`config.mk`:
```
export PLATFORM = sky130hd
export DESIGN_NAME = adder_nbit_seq
export DESIGN_NICKNAME = d
export VERILOG_FILES = /design/src/rtl/adder_pkg.sv /design/src/rtl/adder_chunk.sv /design/src/rtl/adder_nbit_seq.sv
export SDC_FILE = /design/constraint.sdc
export NUM_CORES = 1
export LEC_CHECK = 0
export CAP_MARGIN = 10
export CORE_UTILIZATION = 40
export DETAILED_ROUTE_END_ITERATION = 10
export GPL_TIMING_DRIVEN = 0
export PLACE_DENSITY_LB_ADDON = 0.1
export SLEW_MARGIN = 30
export SYNTH_ARGS = -nofsm -noshare
export SYNTH_HDL_FRONTEND = slang
export SYNTH_SLANG_ARGS = --single-unit
```
`constraint.sdc`:
```
create_clock -name clk -period 4.6 [get_ports clk]
set_input_delay 0.92 -clock clk [delete_from_list [all_inputs] [get_ports clk]]
set_output_delay 0.92 -clock clk [all_outputs]
set_load 0.02 [all_outputs]
```
`src/rtl/adder_pkg.sv`:
```
`default_nettype none
// ============================================================================
// adder_pkg : shared FSM encoding and sizing helper for the sequential adder
// Revision  : 1.0
// ============================================================================
package adder_pkg;

    localparam logic [1:0] ST_IDLE = 2'd0;
    localparam logic [1:0] ST_RUN  = 2'd1;
    localparam logic [1:0] ST_DONE = 2'd2;

    function automatic int clog2(input int v);
        int r;
        r = 0;
        while ((1 << r) < v) begin
            r = r + 1;
        end
        return r;
    endfunction

endpackage : adder_pkg
`default_nettype wire

```
`src/rtl/adder_chunk.sv`:
```
`default_nettype none
// ============================================================================
// adder_chunk : combinational W-bit add with carry into and out of the MSB
// Revision    : 1.0
// ============================================================================
module adder_chunk #(
    parameter int W = 4
) (
    input  logic [W-1:0] a,
    input  logic [W-1:0] b,
    input  logic         cin,
    output logic [W-1:0] s,
    output logic         cout,
    output logic         c_msb_in
);

    assign {cout, s} = {1'b0, a} + {1'b0, b} + {{W{1'b0}}, cin};

    // The MSB sum bit is a^b^carry_in, so the carry into it falls out directly.
    assign c_msb_in = s[W-1] ^ a[W-1] ^ b[W-1];

endmodule : adder_chunk
`default_nettype wire

```
`src/rtl/adder_nbit_seq.sv`:
```
`default_nettype none
// ============================================================================
// adder_nbit_seq : multi-cycle N-bit add/subtract, W bits per clock, LSB first
// Revision       : 1.0
// ============================================================================
module adder_nbit_seq
    import adder_pkg::*;
#(
    parameter int N = 16,
    parameter int W = 4
) (
    input  logic         clk,
    input  logic         rst,
    input  logic         start,
    input  logic         sub,
    input  logic [N-1:0] x,
    input  logic [N-1:0] y,
    input  logic         c_in,
    output logic         busy,
    output logic         done,
    output logic [N-1:0] sum,
    output logic         c_out,
    output logic         ovf
);

    localparam int              c_K    = N / W;
    localparam int              c_CW   = (clog2(c_K) < 1) ? 1 : clog2(c_K);
    localparam logic [c_CW-1:0] c_LAST = c_CW'(c_K - 1);

    logic [1:0]      r_state;
    logic [N-1:0]    r_a;
    logic [N-1:0]    r_b;
    logic [N-1:0]    r_work;
    logic            r_carry;
    logic [c_CW-1:0] r_cnt;
    logic [N-1:0]    r_sum;
    logic            r_cout;
    logic            r_ovf;

    logic [W-1:0]    w_a_chunk;
    logic [W-1:0]    w_b_chunk;
    logic [W-1:0]    w_s;
    logic            w_cout;
    logic            w_c_msb;
    logic [N-1:0]    w_work_next;

    assign w_a_chunk = r_a[int'(r_cnt) * W +: W];
    assign w_b_chunk = r_b[int'(r_cnt) * W +: W];

    adder_chunk #(.W(W)) u_chunk (
        .a        (w_a_chunk),
        .b        (w_b_chunk),
        .cin      (r_carry),
        .s        (w_s),
        .cout     (w_cout),
        .c_msb_in (w_c_msb)
    );

    // Working word with the current chunk merged in, so the final edge can
    // publish the complete result without an extra cycle.
    always_comb begin
        w_work_next = r_work;
        w_work_next[int'(r_cnt) * W +: W] = w_s;
    end

    always_ff @(posedge clk or posedge rst) begin
        if (rst) begin
            r_state <= ST_IDLE;
            r_a     <= '0;
            r_b     <= '0;
            r_work  <= '0;
            r_carry <= 1'b0;
            r_cnt   <= '0;
            r_sum   <= '0;
            r_cout  <= 1'b0;
            r_ovf   <= 1'b0;
        end else begin
            case (r_state)
                ST_IDLE, ST_DONE: begin
                    if (start) begin
                        // Subtraction is x + ~y + ~borrow_in.
                        r_a     <= x;
                        r_b     <= sub ? ~y : y;
                        r_carry <= c_in ^ sub;
                        r_cnt   <= '0;
                        r_work  <= '0;
                        r_state <= ST_RUN;
                    end else begin
                        r_state <= ST_IDLE;
                    end
                end
                ST_RUN: begin
                    r_work  <= w_work_next;
                    r_carry <= w_cout;
                    if (r_cnt == c_LAST) begin
                        r_cnt   <= '0;
                        r_sum   <= w_work_next;
                        r_cout  <= w_cout;
                        r_ovf   <= w_c_msb ^ w_cout;
                        r_state <= ST_DONE;
                    end else begin
                        r_cnt   <= r_cnt + c_CW'(1);
                    end
                end
                default: r_state <= ST_IDLE;
            endcase
        end
    end

    assign busy  = (r_state == ST_RUN);
    assign done  = (r_state == ST_DONE);
    assign sum   = r_sum;
    assign c_out = r_cout;
    assign ovf   = r_ovf;

endmodule : adder_nbit_seq
`default_nettype wire

```
# Yosys cells after proc, flatten, opt, wreduce, memory -nomap -nowiden
# Cells that the tools add are included.
# word_totals
register_bits	71
in_bits	37
out_inout_bits	20
elab_cells	45
# classes
add_sub_neg	4
n_eq_ne	5
shift	4
mux	12
n_bitwise	5
n_reduce_logical	6
# op_table
op	n
$neg A4 Y33	1
$shift A4 B33 Y16 const A	1
$shiftx A4 B33 Y16	1
$mux W16	2
$pmux W16 S2	1
$shiftx A16 B5 Y4	2
$bwmux W16	1
$not A16 Y16	1
$pmux W2 S2	2
$mux W2	3
$reduce_and A2 Y1	3
$add A4 B4 Y5	1
$add A5 B1 Y5	1
$eq A2 B2 Y1 const B	2
$xor A1 B1 Y1	4
$add A2 B1 Y2 const B	1
$eq A2 B1 Y1 const B	1
$logic_not A2 Y1	1
$mux W1	2
$ne A2 B1 Y1 const B	1
$ne A2 B2 Y1 const B	1
$pmux W1 S2	1
$reduce_bool A2 Y1	1
$reduce_or A2 Y1	1

# Longest topological paths before layout
# logic_depth
depth_word	6
ltp_mapped	9

# By module
# A second synthesis with hierarchy kept.
# unflattened
cells_unflattened	330
area_unflattened_um2	3504.6
# by_module_without_submodules
module	instances	cells_per_inst	area_per_inst_um2	seq_area_each_um2
adder_nbit_seq	1	311	3326.9	1776.7
adder_chunk	1	19	177.7	0.0

# Least setup slack after synthesis
# No wires, ideal clock.
# synth_timing
kind	reg2reg
start	register r_cnt[0]
end	register r_ovf (netlist: ovf)
setup_time_ns	0.128
t_arrival_ns	2.903
required_ns	4.472
path_slack_ns	1.569
stages_incl_launch_ff	10
path_cell_list	dfrtp_1 -> buf_2 -> mux4_1 -> fa_1 -> fa_1 -> a21o_1 -> a21oi_1 -> xnor3_1 -> xnor2_1 -> o21ai_1
# synth_between
elab_chain_len	6
word_cells_on_any_way	9
classes_between	add/sub: 2; eq/ne: 1; shift: 2; bitwise: 3; reduce/logical: 1
# synth_lines
item	line_no	source
start, declared	adder_nbit_seq.sv:35	logic [c_CW-1:0] r_cnt;
start signal, assigned	adder_nbit_seq.sv:102	r_cnt <= r_cnt + c_CW'(1);
$shiftx A16 B5 Y4, on equally long branches	adder_nbit_seq.sv:47, adder_nbit_seq.sv:48	
$add A4 B4 Y5	adder_chunk.sv:17	assign {cout, s} = {1'b0, a} + {1'b0, b} + {{W{1'b0}}, cin};
$add A5 B1 Y5	adder_chunk.sv:17	
$xor A1 B1 Y1 (2 in series)	adder_chunk.sv:20	assign c_msb_in = s[W-1] ^ a[W-1] ^ b[W-1];
$xor A1 B1 Y1	adder_nbit_seq.sv:99	r_ovf <= w_c_msb ^ w_cout;
end signal, assigned	adder_nbit_seq.sv:99	
end, declared	adder_nbit_seq.sv:38	logic r_ovf;
# Several ways; a longest one is shown, not always the timed one.
# A chain may end at the register's enable or synchronous reset.

# Worst setup path in the final report
# Ends and elaborated chain as after synthesis.

==> metrics.cfg <==
[run_status]
status=completed

[pwr]
powerDensity_mw_per_mm2=795
seqPwrFrac_pct=30.1
p_int_mw=2.02
leakage_nw=1.86
power_frac_comb_pct=54.1
switchingPower_mw=1.43
p_clk_share_pct=15.7
power_mw=3.45
p_sw_share_pct=41.5
peakVddDrop_mv=0.458

[sta]
rsz0062_at_grt=no
fin_worst_skew_ns=0.0109
tns_ns=0
fin_crit_sh_pct=75.3
finalHoldViolCount=0
tightest_slew_ns=0.779
max_freq_ghz=0.289
timing.final.max_slew_violations=0
finalCriticalPeriod_ns=3.46
slew_headroom_pct=47.7
setup_viol=0
setup_ws_ns=1.14
whs_ns=0.475

[drt]
routed_via_density=4.94
first_iter_violations=91
via_count=2326
drc=0
routedWlPerCell_um=14.7
dr.pass1.iters=4
ant_nets=0
wl_um=6940

[final_layout]
drive_gt1_share_pct=10.9
final_common_cell=dfrtp_1
design_area_mm2=0.00434
final_util_pct=52.5
syn_to_final_growth_pct=26.8
antenna_cells=0
stdcell_count=471
nets=410
nFillCells=769
final_cell_mix=dfrtp_1, clkdlybuf4s50_1, nand2_1, o21ai_0

[grt]
grt_max_degree=41
grt_util_all_layers_pct=17.9
grt_pass1_vias=2374
antenna_found_initial=0
grt_first_pass_wirelength_um=12000
grt-ovfl-total=0

[yosys]
yosys_warnings=0
yosysSeqAreaShare_pct=51.9
synthDistinctLibCells=32
synth_xor_area_share_pct=6.00
synthCells=295
synth-simple-area-share_pct=9.77
netlist_area_mm2=0.00342
avgSynthCellArea_um2=11.6
synth_seq_cells=71
synth-compound-area-share_pct=13.7
synth_top_family_by_area=compound AO/OA/AOI/OAI gates
syn-num-nets=343
yosys.area_share.adder_pct=4.46
synth.mux.area_fraction_pct=11.3

[clock_tree]
post-cts-setup-buffers=0
cts_buffers=9
clk_pin_slew_ns=0.07
cts_tree=done
cts.sinks=71
cts.repair.resized=0
clk_latency_ns=0.35
clk_path_buf_depth=2
cts_hold_buf=0
root_buffer=clkbuf_8
htree_num_levels=3

[place]
port_buffers=55
place_area_mm2=0.00413
place_ws_ns=1.10
place_congestion=0.745
dp.cells=456
dp_hpwl_um=4950

[die]
die_area_mm2=0.00893
ios=57
die_w_um=94.5
core_area_mm2=0.00826
start_util_pct=41.4
rows=33
die_y_um=94.5

[flow_run]
maxCapViolCount=0

[critical_path]
end_kind=flop
crit_type=reg2reg
critPathLaunchType=flop
path_max_fanout=10
crit_arrival_ns=3.68
cp.required_ns=4.82

[worst_hold_path]
worst_hold_path_type=reg2reg

==> critical path, stage by stage (launching register included) <==
cell and delay, ns:
dfrtp_1 0.50, buf_2 0.36, mux4_1 0.65, fa_1 0.45
fa_1 0.42, a21o_1 0.19, a21oi_1 0.27, xnor3_1 0.28
xnor2_1 0.14, o21ai_1 0.07
==> final cells by class <==
cell class | count | area [um2] | area share (%)
sequential | 71 | 1780 | 41.0
multi-input combinational | 201 | 1550 | 35.7
timing repair buffer | 56 | 571 | 13.2
clock buffer | 11 | 141 | 3.26
tap | 105 | 131 | 3.03
buffer | 18 | 77.6 | 1.79
clock inverter | 4 | 70.1 | 1.62
inverter | 5 | 21.3 | 0.490
==> registers in the layout, summed over array words and instances, names as in the netlist <==
name / count
r_a: 16
r_work: 16
ovf: 1
r_cnt: 2
c_out: 1
r_b: 16
r_state: 2
sum: 16
r_carry: 1
==> logic make-up after synthesis <==
family                   after synthesis
adder cells (fa/ha/maj)               11
XOR/XNOR                              21
AND/OR/NAND/NOR                       67
AO/OA/AOI/OAI                         78
flip-flops                            71
buffers and inverters                 23
multiplexers                          24
==> power by group through the flow <==
stage          sequential, mW  combinational [mW]  clock (mW)
6_report                 1.04                1.87       0.543
5_1_grt                  1.08                2.07       0.588
4_1_cts                  1.04                1.90       0.560
3_5_place_dp             1.06                1.89           0
3_3_place_gp             1.05                1.87           0
2_1_floorplan            1.10                1.24           0
==> Yosys cell counts <==
cell type / instances / area share, %
dfrtp_1: 71 / 52
nand2_1: 40 / 4.4
o21ai_0: 23 / 3.4
a21oi_1: 18 / 2.6
o21ai_1: 18 / 2.6
xnor2_1: 18 / 4.6
nor2b_1: 17 / 3.1
mux2_2: 16 / 5.3
clkbuf_1: 15 / 1.6
ha_1: 9 / 3.3
a22o_1: 8 / 2.0
a32o_1: 8 / 2.3
mux4_1: 7 / 5.4
inv_1: 4 / 0.44
a21o_1: 2 / 0.44
and2_1: 2 / 0.37
buf_2: 2 / 0.29
fa_1: 2 / 1.2
nand2b_1: 2 / 0.37
and2_0: 1 / 0.18
buf_6: 1 / 0.33
inv_2: 1 / 0.11
mux4_2: 1 / 0.66
nor3_1: 1 / 0.15
nor3_2: 1 / 0.29
nor4b_2: 1 / 0.44
nor4bb_1: 1 / 0.29
o221ai_1: 1 / 0.26
or3_1: 1 / 0.18
xnor2_2: 1 / 0.48
xnor3_1: 1 / 0.66
xor2_1: 1 / 0.26
==> path summary, 6_finish.rpt <==
check	end	cells past startpoint	start	slack, ns
max in group asynchronous	r_work[12]$_DFFE_PP0P_	3	rst	3.12
worst max-delay path	ovf$_DFFE_PP0P_	9	r_cnt[0]$_DFFE_PP0P_	1.14
worst max register to register	ovf$_DFFE_PP0P_	9	r_cnt[0]$_DFFE_PP0P_	1.14
min in group asynchronous	r_state[1]$_DFFE_PP0P_	2	rst	0.92
worst min-delay path	r_b[15]$_DFFE_PP0P_	2	r_b[15]$_DFFE_PP0P_	0.48
worst min register to register	r_b[15]$_DFFE_PP0P_	2	r_b[15]$_DFFE_PP0P_	0.48
==> per-layer routing <==
| metal | global-route usage (%) | wire (um) | up-vias |
|---|---|---|---|
| li1 | - | - | 1169 |
| met1 | 23.8 | 3270 | 1099 |
| met2 | 28.4 | 3320 | 47 |
| met3 | 3.30 | 197 | 11 |
| met4 | 8.33 | 146 | 0 |
| met5 | 0 | 0 | - |
(Power assumes the default switching activity.)
